`src/rtl/pipe_stage_reg.sv`:
```
`default_nettype none
// +------------------------------------------------------------------------+
// | Module : pipe_stage_reg                                                |
// | Elastic valid/ready pipeline register, optional 2-entry skid buffer,   |
// | flush-to-bubble and saturating stall/bubble counters.                  |
// | Rev    : 1.0                                                           |
// +------------------------------------------------------------------------+
module pipe_stage_reg #(
    parameter int                DATA_W   = 32,
    parameter int                CTRL_W   = 8,
    parameter logic [CTRL_W-1:0] CTRL_RST = '0,
    parameter int                SKID     = 1,
    parameter int                CNT_W    = 16
) (
    input  logic              clk,
    input  logic              rst,
    input  logic              flush_i,
    input  logic              in_valid_i,
    output logic              in_ready_o,
    input  logic [DATA_W-1:0] in_data_i,
    input  logic [CTRL_W-1:0] in_ctrl_i,
    output logic              out_valid_o,
    input  logic              out_ready_i,
    output logic [DATA_W-1:0] out_data_o,
    output logic [CTRL_W-1:0] out_ctrl_o,
    output logic [1:0]        occupancy_o,
    output logic [CNT_W-1:0]  stall_cnt_o,
    output logic [CNT_W-1:0]  bubble_cnt_o
);

    localparam logic [CNT_W-1:0] c_cnt_one = CNT_W'(1);
    localparam logic [CNT_W-1:0] c_cnt_max = '1;

    logic              r_m_v;
    logic [DATA_W-1:0] r_m_data;
    logic [CTRL_W-1:0] r_m_ctrl;
    logic              w_s_v;
    logic              w_acc;
    logic              w_pop;
    logic [CNT_W-1:0]  r_stall_cnt;
    logic [CNT_W-1:0]  r_bubble_cnt;

    assign w_acc = in_valid_i & in_ready_o;
    assign w_pop = r_m_v & out_ready_i;

    generate
        if (SKID != 0) begin : g_skid
            logic              r_s_v;
            logic [DATA_W-1:0] r_s_data;
            logic [CTRL_W-1:0] r_s_ctrl;

            // in_ready comes straight from r_s_v, so it never depends on out_ready_i
            assign in_ready_o = ~r_s_v;
            assign w_s_v      = r_s_v;

            always_ff @(posedge clk) begin
                if (rst) begin
                    r_m_v    <= 1'b0;
                    r_m_data <= '0;
                    r_m_ctrl <= CTRL_RST;
                    r_s_v    <= 1'b0;
                    r_s_data <= '0;
                    r_s_ctrl <= CTRL_RST;
                end else if (flush_i) begin
                    r_m_v <= 1'b0;
                    r_s_v <= 1'b0;
                end else if (r_s_v) begin
                    if (w_pop) begin
                        r_m_data <= r_s_data;
                        r_m_ctrl <= r_s_ctrl;
                        r_s_v    <= 1'b0;
                    end
                end else if (w_acc) begin
                    if (!r_m_v || w_pop) begin
                        r_m_v    <= 1'b1;
                        r_m_data <= in_data_i;
                        r_m_ctrl <= in_ctrl_i;
                    end else begin
                        r_s_v    <= 1'b1;
                        r_s_data <= in_data_i;
                        r_s_ctrl <= in_ctrl_i;
                    end
                end else if (w_pop) begin
                    r_m_v <= 1'b0;
                end
            end
        end else begin : g_no_skid
            assign in_ready_o = ~r_m_v | out_ready_i;
            assign w_s_v      = 1'b0;

            always_ff @(posedge clk) begin
                if (rst) begin
                    r_m_v    <= 1'b0;
                    r_m_data <= '0;
                    r_m_ctrl <= CTRL_RST;
                end else if (flush_i) begin
                    r_m_v <= 1'b0;
                end else if (w_acc) begin
                    r_m_v    <= 1'b1;
                    r_m_data <= in_data_i;
                    r_m_ctrl <= in_ctrl_i;
                end else if (w_pop) begin
                    r_m_v <= 1'b0;
                end
            end
        end
    endgenerate

    // Counters look at the pre-edge outputs, flush cycles included
    always_ff @(posedge clk) begin
        if (rst) begin
            r_stall_cnt  <= '0;
            r_bubble_cnt <= '0;
        end else begin
            if (r_m_v && !out_ready_i && (r_stall_cnt != c_cnt_max))
                r_stall_cnt <= r_stall_cnt + c_cnt_one;
            if (!r_m_v && out_ready_i && (r_bubble_cnt != c_cnt_max))
                r_bubble_cnt <= r_bubble_cnt + c_cnt_one;
        end
    end

    assign out_valid_o  = r_m_v;
    assign out_data_o   = r_m_data;
    assign out_ctrl_o   = r_m_v ? r_m_ctrl : CTRL_RST;
    assign occupancy_o  = {1'b0, r_m_v} + {1'b0, w_s_v};
    assign stall_cnt_o  = r_stall_cnt;
    assign bubble_cnt_o = r_bubble_cnt;

endmodule
`default_nettype wire

```
`config.mk`:
```
export PLATFORM = sky130hd
export DESIGN_NAME = pipe_stage_reg
export DESIGN_NICKNAME = d
export VERILOG_FILES = /design/src/rtl/pipe_stage_reg.sv
export SDC_FILE = /design/constraint.sdc
export NUM_CORES = 1
export LEC_CHECK = 0
export ABC_AREA = 1
export ABC_CLOCK_PERIOD_IN_PS = 1700
export BUFFER_PORTS_ARGS = -buffer_cell sky130_fd_sc_hd__buf_2
export CAP_MARGIN = 10
export CORE_UTILIZATION = 56
export CTS_BUF_LIST = sky130_fd_sc_hd__clkbuf_2 sky130_fd_sc_hd__clkbuf_4 sky130_fd_sc_hd__clkbuf_8
export DETAILED_ROUTE_END_ITERATION = 8
export PLACE_DENSITY = 0.82
export SYNTH_ARGS = -nofsm -noshare
export SYNTH_HDL_FRONTEND = slang
export SYNTH_SLANG_ARGS = --single-unit
```
`constraint.sdc`:
```
create_clock -name clk -period 1.7 [get_ports clk]
set_input_delay 0.17 -clock clk [delete_from_list [all_inputs] [get_ports clk]]
set_output_delay 0.17 -clock clk [all_outputs]
set_load 0.01 [all_outputs]
```
==> flow_metrics.py, run 1 <==
metrics = {
    "outcome": {
        "status": "completed",
    },
    "detailed_routing": {
        "routed_via_density": 5.25,
        "wl_per_cell_um": 12.5,
        "route.final.wire_length_um": 12900,
        "count_of_antenna_violating_nets_left_after_detailed_routing": 0,
        "drt_iter0_drc": 375,
        "routed-via-count": 5445,
        "drt_drc_violations_left": 0,
        "drt_pass_1_iters": 7,
    },
    "cts": {
        "root_buffer": "sky130_fd_sc_hd__clkbuf_8",
        "cts.sinks": 114,
        "numCtsBuffers": 17,
        "clock_tree.htree_level_count": 4,
        "cts_tree": "built",
        "clkSlewWorstSetupHoldPaths_ns": 0.07,
        "clockBufferDepth": 2,
        "clock_latency_ns": 0.41,
    },
    "synth": {
        "postSynthNetCount": 832,
        "flip_flop_and_latch_count_after_synthesis": 114,
        "synth.yosys.seq_area_share": 0.430,
        "syn_avg_cell_area_um2": 6.77,
        "ys_types": 29,
        "synth.yosys.warnings": 0,
        "cell_area_after_synthesis_mm2": 0.00531,
        "syn-instance-count": 784,
    },
    "sta": {
        "timing_max_transition_violations_final": 0,
        "timing.final.crit_period_ns": 1.60,
        "clock_skew_after_layout_ns": 0.0133,
        "slew_at_the_pin_closest_to_its_max_slew_limit_ns": 0.492,
        "finalCritPeriodShare": 0.943,
        "tns_ns": 0,
        "slew-limit-headroom": 0.671,
        "max_clock_freq_mhz": 624,
        "hold_violations": 0,
        "timing.final.setup_violations": 0,
        "rsz_0062_raised_after_global_routing": "false",
    },
    "worst_setup_path": {
        "timing_worst_setup_path_type": "reg -> out",
        "arrival_ns": 1.43,
        "required_ns": 1.53,
        "path_max_fanout": 66,
        "rrSetupSlack_ns": 0.14,
        "startpoint_kind_of_the_worst_setup_timing_path": "register",
        "setup_crit_end_kind": "primary output",
    },
    "job": {
        "timing.max_cap.violations": 0,
    },
    "finish": {
        "area_delta_synth_final_pct": 23.9,
        "mostFrequentLayoutCell": "sky130_fd_sc_hd__nor2_1",
        "layout.cells.most_common_list": "185 x sky130_fd_sc_hd__nor2_1, 149 x sky130_fd_sc_hd__nand2_1, 120 x sky130_fd_sc_hd__buf_2",
        "layout.cells.non_filler": 1038,
        "post-route-cell-area_mm2": 0.00657,
        "antenna_cells": 0,
        "multiInputGateArea_mm2": 0.00252,
        "seq_area_mm2": 0.00228,
        "drive_gt1_frac": 0.208,
        "fin_nets": 962,
        "fill_cells": 767,
    },
    "die": {
        "floorplan_core_area_mm2": 0.00920,
        "floorplan.die_area_mm2": 0.00987,
        "die_h_um": 99.4,
        "core.rowCount": 35,
        "fp.dieW_um": 99.4,
        "initial_core_util": 0.577,
        "io_pins": 121,
    },
    "placement": {
        "globalplace.congestion": 0.874,
        "place.detailed.instances": 986,
        "numPortBuffers": 120,
        "dpl-instance-area_mm2": 0.00591,
        "place_hpwl_um": 8650,
    },
    "global_routing": {
        "grt_pass1_wl_um": 21600,
        "track_usage": 0.269,
        "globalRoute.totalOverflow": 0,
        "antenna_found_initial": 0,
        "grt_start_max_net_pins": 67,
        "via_count_of_the_first_global_routing_pass": 4981,
    },
    "hold_path": {
        "min-delay-path-class": "in -> reg",
    },
    "pwr": {
        "cellLeakagePower_uw": 0.00317,
        "power_density_mw_per_mm2": 938,
        "power.ir.vdd_worst_v": 0.000563,
    },
}
## area by class of cell
cell class                 count  share of cell area
inverter                      66              0.0381
sequential                   114               0.347
clock inverter                 7              0.0181
multi-input combinational    564               0.384
timing repair buffer         151               0.140
clock buffer                  25              0.0514
tap                          111              0.0211
## sequential cells by signal, summed over array words and instances (netlist names)
register         count
r_m_ctrl             8
out_valid_o          1
stall_cnt_o         16
g_skid.r_s_v         1
g_skid.r_s_ctrl      8
bubble_cnt_o        16
out_data_o          32
g_skid.r_s_data     32
## path summary, 6_finish.rpt
kind | end | cells past startpoint | start
hold / removal | g_skid.r_s_data[2] | 3 | in_data_i[2]
hold reg to reg | out_data_o[18] | 2 | out_data_o[18]
setup reg to reg | stall_cnt_o[15] | 6 | stall_cnt_o[0]
setup / recovery | occupancy_o[0] | 3 | g_skid.r_s_v
## per-layer routing
metal	share of wire	routed length [um]	global-route usage
met3	0.061	793	0.0562
met4	0.013	174	0.106
met5	0	0	0
met1	0.42	5410	0.320
met2	0.51	6570	0.474
## report_power, final
group          total (uW)  switching (uW)  internal [uW]
sequential           2810            50.7           2760
clock                2840            1090           1750
combinational         522             297            225
## stage by stage
step / setup slack (ns) / hold WS, ns / util / total power [uW]
finish: 0.0971 / 0.0174 / 0.715 / 6170
floorplan: 0.251 / 0.239 / - / 3170
detailed placement: 0.176 / 0.415 / 0.643 / 3350
global placement: 0.219 / 0.409 / 0.643 / 3340
global route: 0.00265 / 0.00144 / 0.715 / 6420
CTS: 0.0648 / 0.000317 / 0.713 / 6200
## worst max-delay path, cell delays in order (launching register included)
cell and delay [ns]:
sky130_fd_sc_hd__dfxtp_2 0.36, sky130_fd_sc_hd__buf_12 0.26, sky130_fd_sc_hd__ha_1 0.28, sky130_fd_sc_hd__buf_2 0.14
## cells in the mapped netlist
| cell | instances | area, um^2 |
|---|---|---|
| sky130_fd_sc_hd__a21boi_1 | 1 | 7.51 |
| sky130_fd_sc_hd__a21oi_1 | 48 | 240 |
| sky130_fd_sc_hd__a21oi_2 | 2 | 17.5 |
| sky130_fd_sc_hd__and2_1 | 1 | 6.26 |
| sky130_fd_sc_hd__buf_1 | 1 | 3.75 |
| sky130_fd_sc_hd__buf_2 | 10 | 50.1 |
| sky130_fd_sc_hd__buf_4 | 1 | 7.51 |
| sky130_fd_sc_hd__buf_6 | 11 | 124 |
| sky130_fd_sc_hd__clkbuf_1 | 13 | 48.8 |
| sky130_fd_sc_hd__clkbuf_2 | 4 | 20.0 |
| sky130_fd_sc_hd__dfxtp_1 | 114 | 2280 |
| sky130_fd_sc_hd__ha_1 | 3 | 37.5 |
| sky130_fd_sc_hd__inv_1 | 58 | 218 |
| sky130_fd_sc_hd__inv_2 | 7 | 26.3 |
| sky130_fd_sc_hd__inv_4 | 1 | 6.26 |
| sky130_fd_sc_hd__nand2_1 | 150 | 563 |
| sky130_fd_sc_hd__nand2_2 | 2 | 12.5 |
| sky130_fd_sc_hd__nand2_4 | 2 | 22.5 |
| sky130_fd_sc_hd__nand3_1 | 41 | 205 |
| sky130_fd_sc_hd__nand3_2 | 4 | 40.0 |
| sky130_fd_sc_hd__nand3_4 | 1 | 17.5 |
| sky130_fd_sc_hd__nand3b_1 | 3 | 22.5 |
| sky130_fd_sc_hd__nand4_1 | 3 | 18.8 |
| sky130_fd_sc_hd__nor2_1 | 185 | 694 |
| sky130_fd_sc_hd__nor2_2 | 5 | 31.3 |
| sky130_fd_sc_hd__nor2_4 | 3 | 33.8 |
| sky130_fd_sc_hd__nor3_1 | 1 | 5.00 |
| sky130_fd_sc_hd__o21ai_0 | 86 | 430 |
| sky130_fd_sc_hd__o21ai_1 | 23 | 115 |
## kinds of logic after synthesis
| logic type | Yosys count | synth area share |
|---|---|---|
| DFF | 114 | 0.430 |
| buffers and inverters | 106 | 0.0950 |
| adders and majority gates | 3 | 0.00707 |
| AOI/OAI and AO/OA | 160 | 0.153 |
| and+or+nand+nor | 401 | 0.315 |
## timing repair
| item | 4_1_cts | 5_1_grt |
|---|---|---|
| gates resized for setup | 0 | 1 |
| hold endpoints to repair | 19 | 1 |
| endpoints found under the setup margin | 0 | 2 |
| hold buffers | 19 | 1 |
| setup buffers | 0 | 0 |
No activity file was read; power rests on OpenSTA's default activity.
==> run 2, diff against run 1 <==
--- a/config.mk
+++ b/config.mk
@@ -9,10 +9,10 @@
 export ABC_CLOCK_PERIOD_IN_PS = 1700
 export BUFFER_PORTS_ARGS = -buffer_cell sky130_fd_sc_hd__buf_2
 export CAP_MARGIN = 10
-export CORE_UTILIZATION = 56
+export CORE_UTILIZATION = 40
 export CTS_BUF_LIST = sky130_fd_sc_hd__clkbuf_2 sky130_fd_sc_hd__clkbuf_4 sky130_fd_sc_hd__clkbuf_8
 export DETAILED_ROUTE_END_ITERATION = 8
-export PLACE_DENSITY = 0.82
+export RECOVER_POWER = 25
 export SYNTH_ARGS = -nofsm -noshare
 export SYNTH_HDL_FRONTEND = slang
 export SYNTH_SLANG_ARGS = --single-unit
==> run 2 against run 1 <==
Sequential power about the same. Combinational power increased by 4.6%. Die area up 39%. Routed wire length up 6.9%. Cell area rose by 2.3%.
==> flow_metrics.py, run 2 (synthesized netlist as in run 1, its figures left out) <==
metrics = {
    "sta": {
        "fin_worst_hold_slack_ns": 0.0377,
        "slew_at_the_pin_closest_to_its_max_slew_limit_ns": 0.822,
        "timing.final.crit_period_ns": 1.59,
        "slew-limit-headroom": 0.452,
        "hold_violations": 0,
        "finalCritPeriodShare": 0.933,
        "max_clock_freq_mhz": 630,
        "tns_ns": 0,
        "timing.final.ws_setup_ns": 0.114,
        "rsz_0062_raised_after_global_routing": "false",
        "clock_skew_after_layout_ns": 0.0110,
        "timing.final.setup_violations": 0,
        "timing_max_transition_violations_final": 0,
    },
    "die": {
        "fp.dieW_um": 117,
        "io_pins": 121,
        "core.rowCount": 41,
        "initial_core_util": 0.416,
        "die_h_um": 117,
        "floorplan.die_area_mm2": 0.0137,
        "floorplan_core_area_mm2": 0.0128,
    },
    "cts": {
        "numCtsBuffers": 17,
        "cts_tree": "built",
        "clock_latency_ns": 0.42,
        "clock_tree.htree_level_count": 4,
        "cts_setup_buffers": 0,
        "clkSlewWorstSetupHoldPaths_ns": 0.06,
        "cts.sinks": 114,
        "clockBufferDepth": 2,
        "root_buffer": "sky130_fd_sc_hd__clkbuf_8",
    },
    "finish": {
        "mostFrequentLayoutCell": "sky130_fd_sc_hd__nor2_1",
        "antenna_cells": 0,
        "drive_gt1_frac": 0.160,
        "fin_nets": 987,
        "layout.cells.most_common_list": "185 x sky130_fd_sc_hd__nor2_1, 149 x sky130_fd_sc_hd__nand2_1, 113 x sky130_fd_sc_hd__dfxtp_1",
        "area_delta_synth_final_pct": 26.7,
    },
    "pwr": {
        "clockPowerShare": 0.403,
        "power_uw": 5620,
        "net-switching-power_uw": 1400,
        "cellLeakagePower_uw": 0.00306,
        "power.switching_fraction": 0.249,
        "power_density_mw_per_mm2": 836,
        "portion_of_total_power_attributed_to_sequential_cells": 0.500,
        "power.ir.vdd_worst_v": 0.000534,
        "combinational_power_share": 0.097,
        "p_int_uw": 4220,
    },
    "detailed_routing": {
        "routed_via_density": 4.77,
        "drt_pass_1_iters": 5,
        "route.final.wire_length_um": 13800,
        "drt_drc_violations_left": 0,
        "routed-via-count": 5352,
        "wl_per_cell_um": 12.3,
        "count_of_antenna_violating_nets_left_after_detailed_routing": 0,
        "drt_iter0_drc": 507,
    },
    "global_routing": {
        "globalRoute.totalOverflow": 0,
        "via_count_of_the_first_global_routing_pass": 4592,
        "grt_pass1_wl_um": 22000,
        "track_usage": 0.207,
        "antenna_found_initial": 1,
        "grt_start_max_net_pins": 72,
    },
    "worst_setup_path": {
        "path_max_fanout": 33,
        "timing_worst_setup_path_type": "reg -> out",
        "setup_crit_end_kind": "primary output",
        "startpoint_kind_of_the_worst_setup_timing_path": "register",
        "required_ns": 1.53,
        "arrival_ns": 1.42,
    },
    "placement": {
        "placement.setup.worst_slack_ns": 0.209,
        "globalplace.congestion": 0.793,
        "numPortBuffers": 120,
        "place_hpwl_um": 8850,
    },
    "hold_path": {
        "min-delay-path-class": "in -> reg",
    },
    "outcome": {
        "status": "completed",
    },
    "job": {
        "timing.max_cap.violations": 0,
    },
}
-- run 2: layer usage --
layer	track usage	up-vias	share of wire
met5	0	-	0.00094
met4	0.0515	2	0.0055
met3	0.0633	8	0.052
met2	0.337	106	0.47
met1	0.267	2433	0.48
li1	-	2803	-
-- run 2: final timing paths --
| check | from | end | slack (ns) | cells past startpoint |
|---|---|---|---|---|
| setup / recovery | g_skid.r_s_v | occupancy_o[0] | 0.11 | 3 |
| hold / removal | in_data_i[24] | g_skid.r_s_data[24] | 0.04 | 3 |
| setup reg to reg | g_skid.r_s_v | g_skid.r_s_v | 0.15 | 3 |
| hold reg to reg | out_data_o[21] | out_data_o[21] | 0.48 | 2 |
-- run 2: timing repair --
item / in CTS / in global routing
hold endpoints to repair: 39 / 0
resized for setup: 0 / 1
pin swaps: 0 / 0
setup endpoints to repair: 1 / 2
hold buffers: 39 / 0
cloned: 1 / 0
-- run 2: final cells by class --
type / instances / area, um^2
clock buffer: 25 / 325
clock inverter: 5 / 27.5
fill: 1348 / 6050
inverter: 66 / 250
multi-input combinational: 564 / 2520
sequential: 114 / 2280
tap: 172 / 215
timing repair buffer: 176 / 1100
-- run 2: metrics by stage --
| step | cells | area, um^2 | util |
|---|---|---|---|
| 2_1_floorplan | 784 | 5310 | - |
| 3_3_place_gp | 1052 | 6030 | 0.472 |
| 3_5_place_dp | 1052 | 6030 | 0.472 |
| 4_1_cts | 1122 | 6800 | 0.533 |
| 5_1_grt | 1122 | 6720 | 0.526 |
| 6_report | 1122 | 6720 | 0.526 |
-- run 2: worst max-delay path, cell delays in order (launching register included) --
cell,delay (ns)
sky130_fd_sc_hd__dfxtp_2,0.38
sky130_fd_sc_hd__buf_12,0.20
sky130_fd_sc_hd__ha_1,0.27
sky130_fd_sc_hd__buf_2,0.15
-- run 2: power by group through the flow --
stage / registers (uW) / clock network, uW / logic, uW
after floorplan: 2890 / 0 / 275
after global placement: 2870 / 0 / 493
after detailed placement: 2870 / 0 / 492
after CTS: 2810 / 2340 / 563
after global routing: 2820 / 2460 / 618
final: 2810 / 2260 / 546
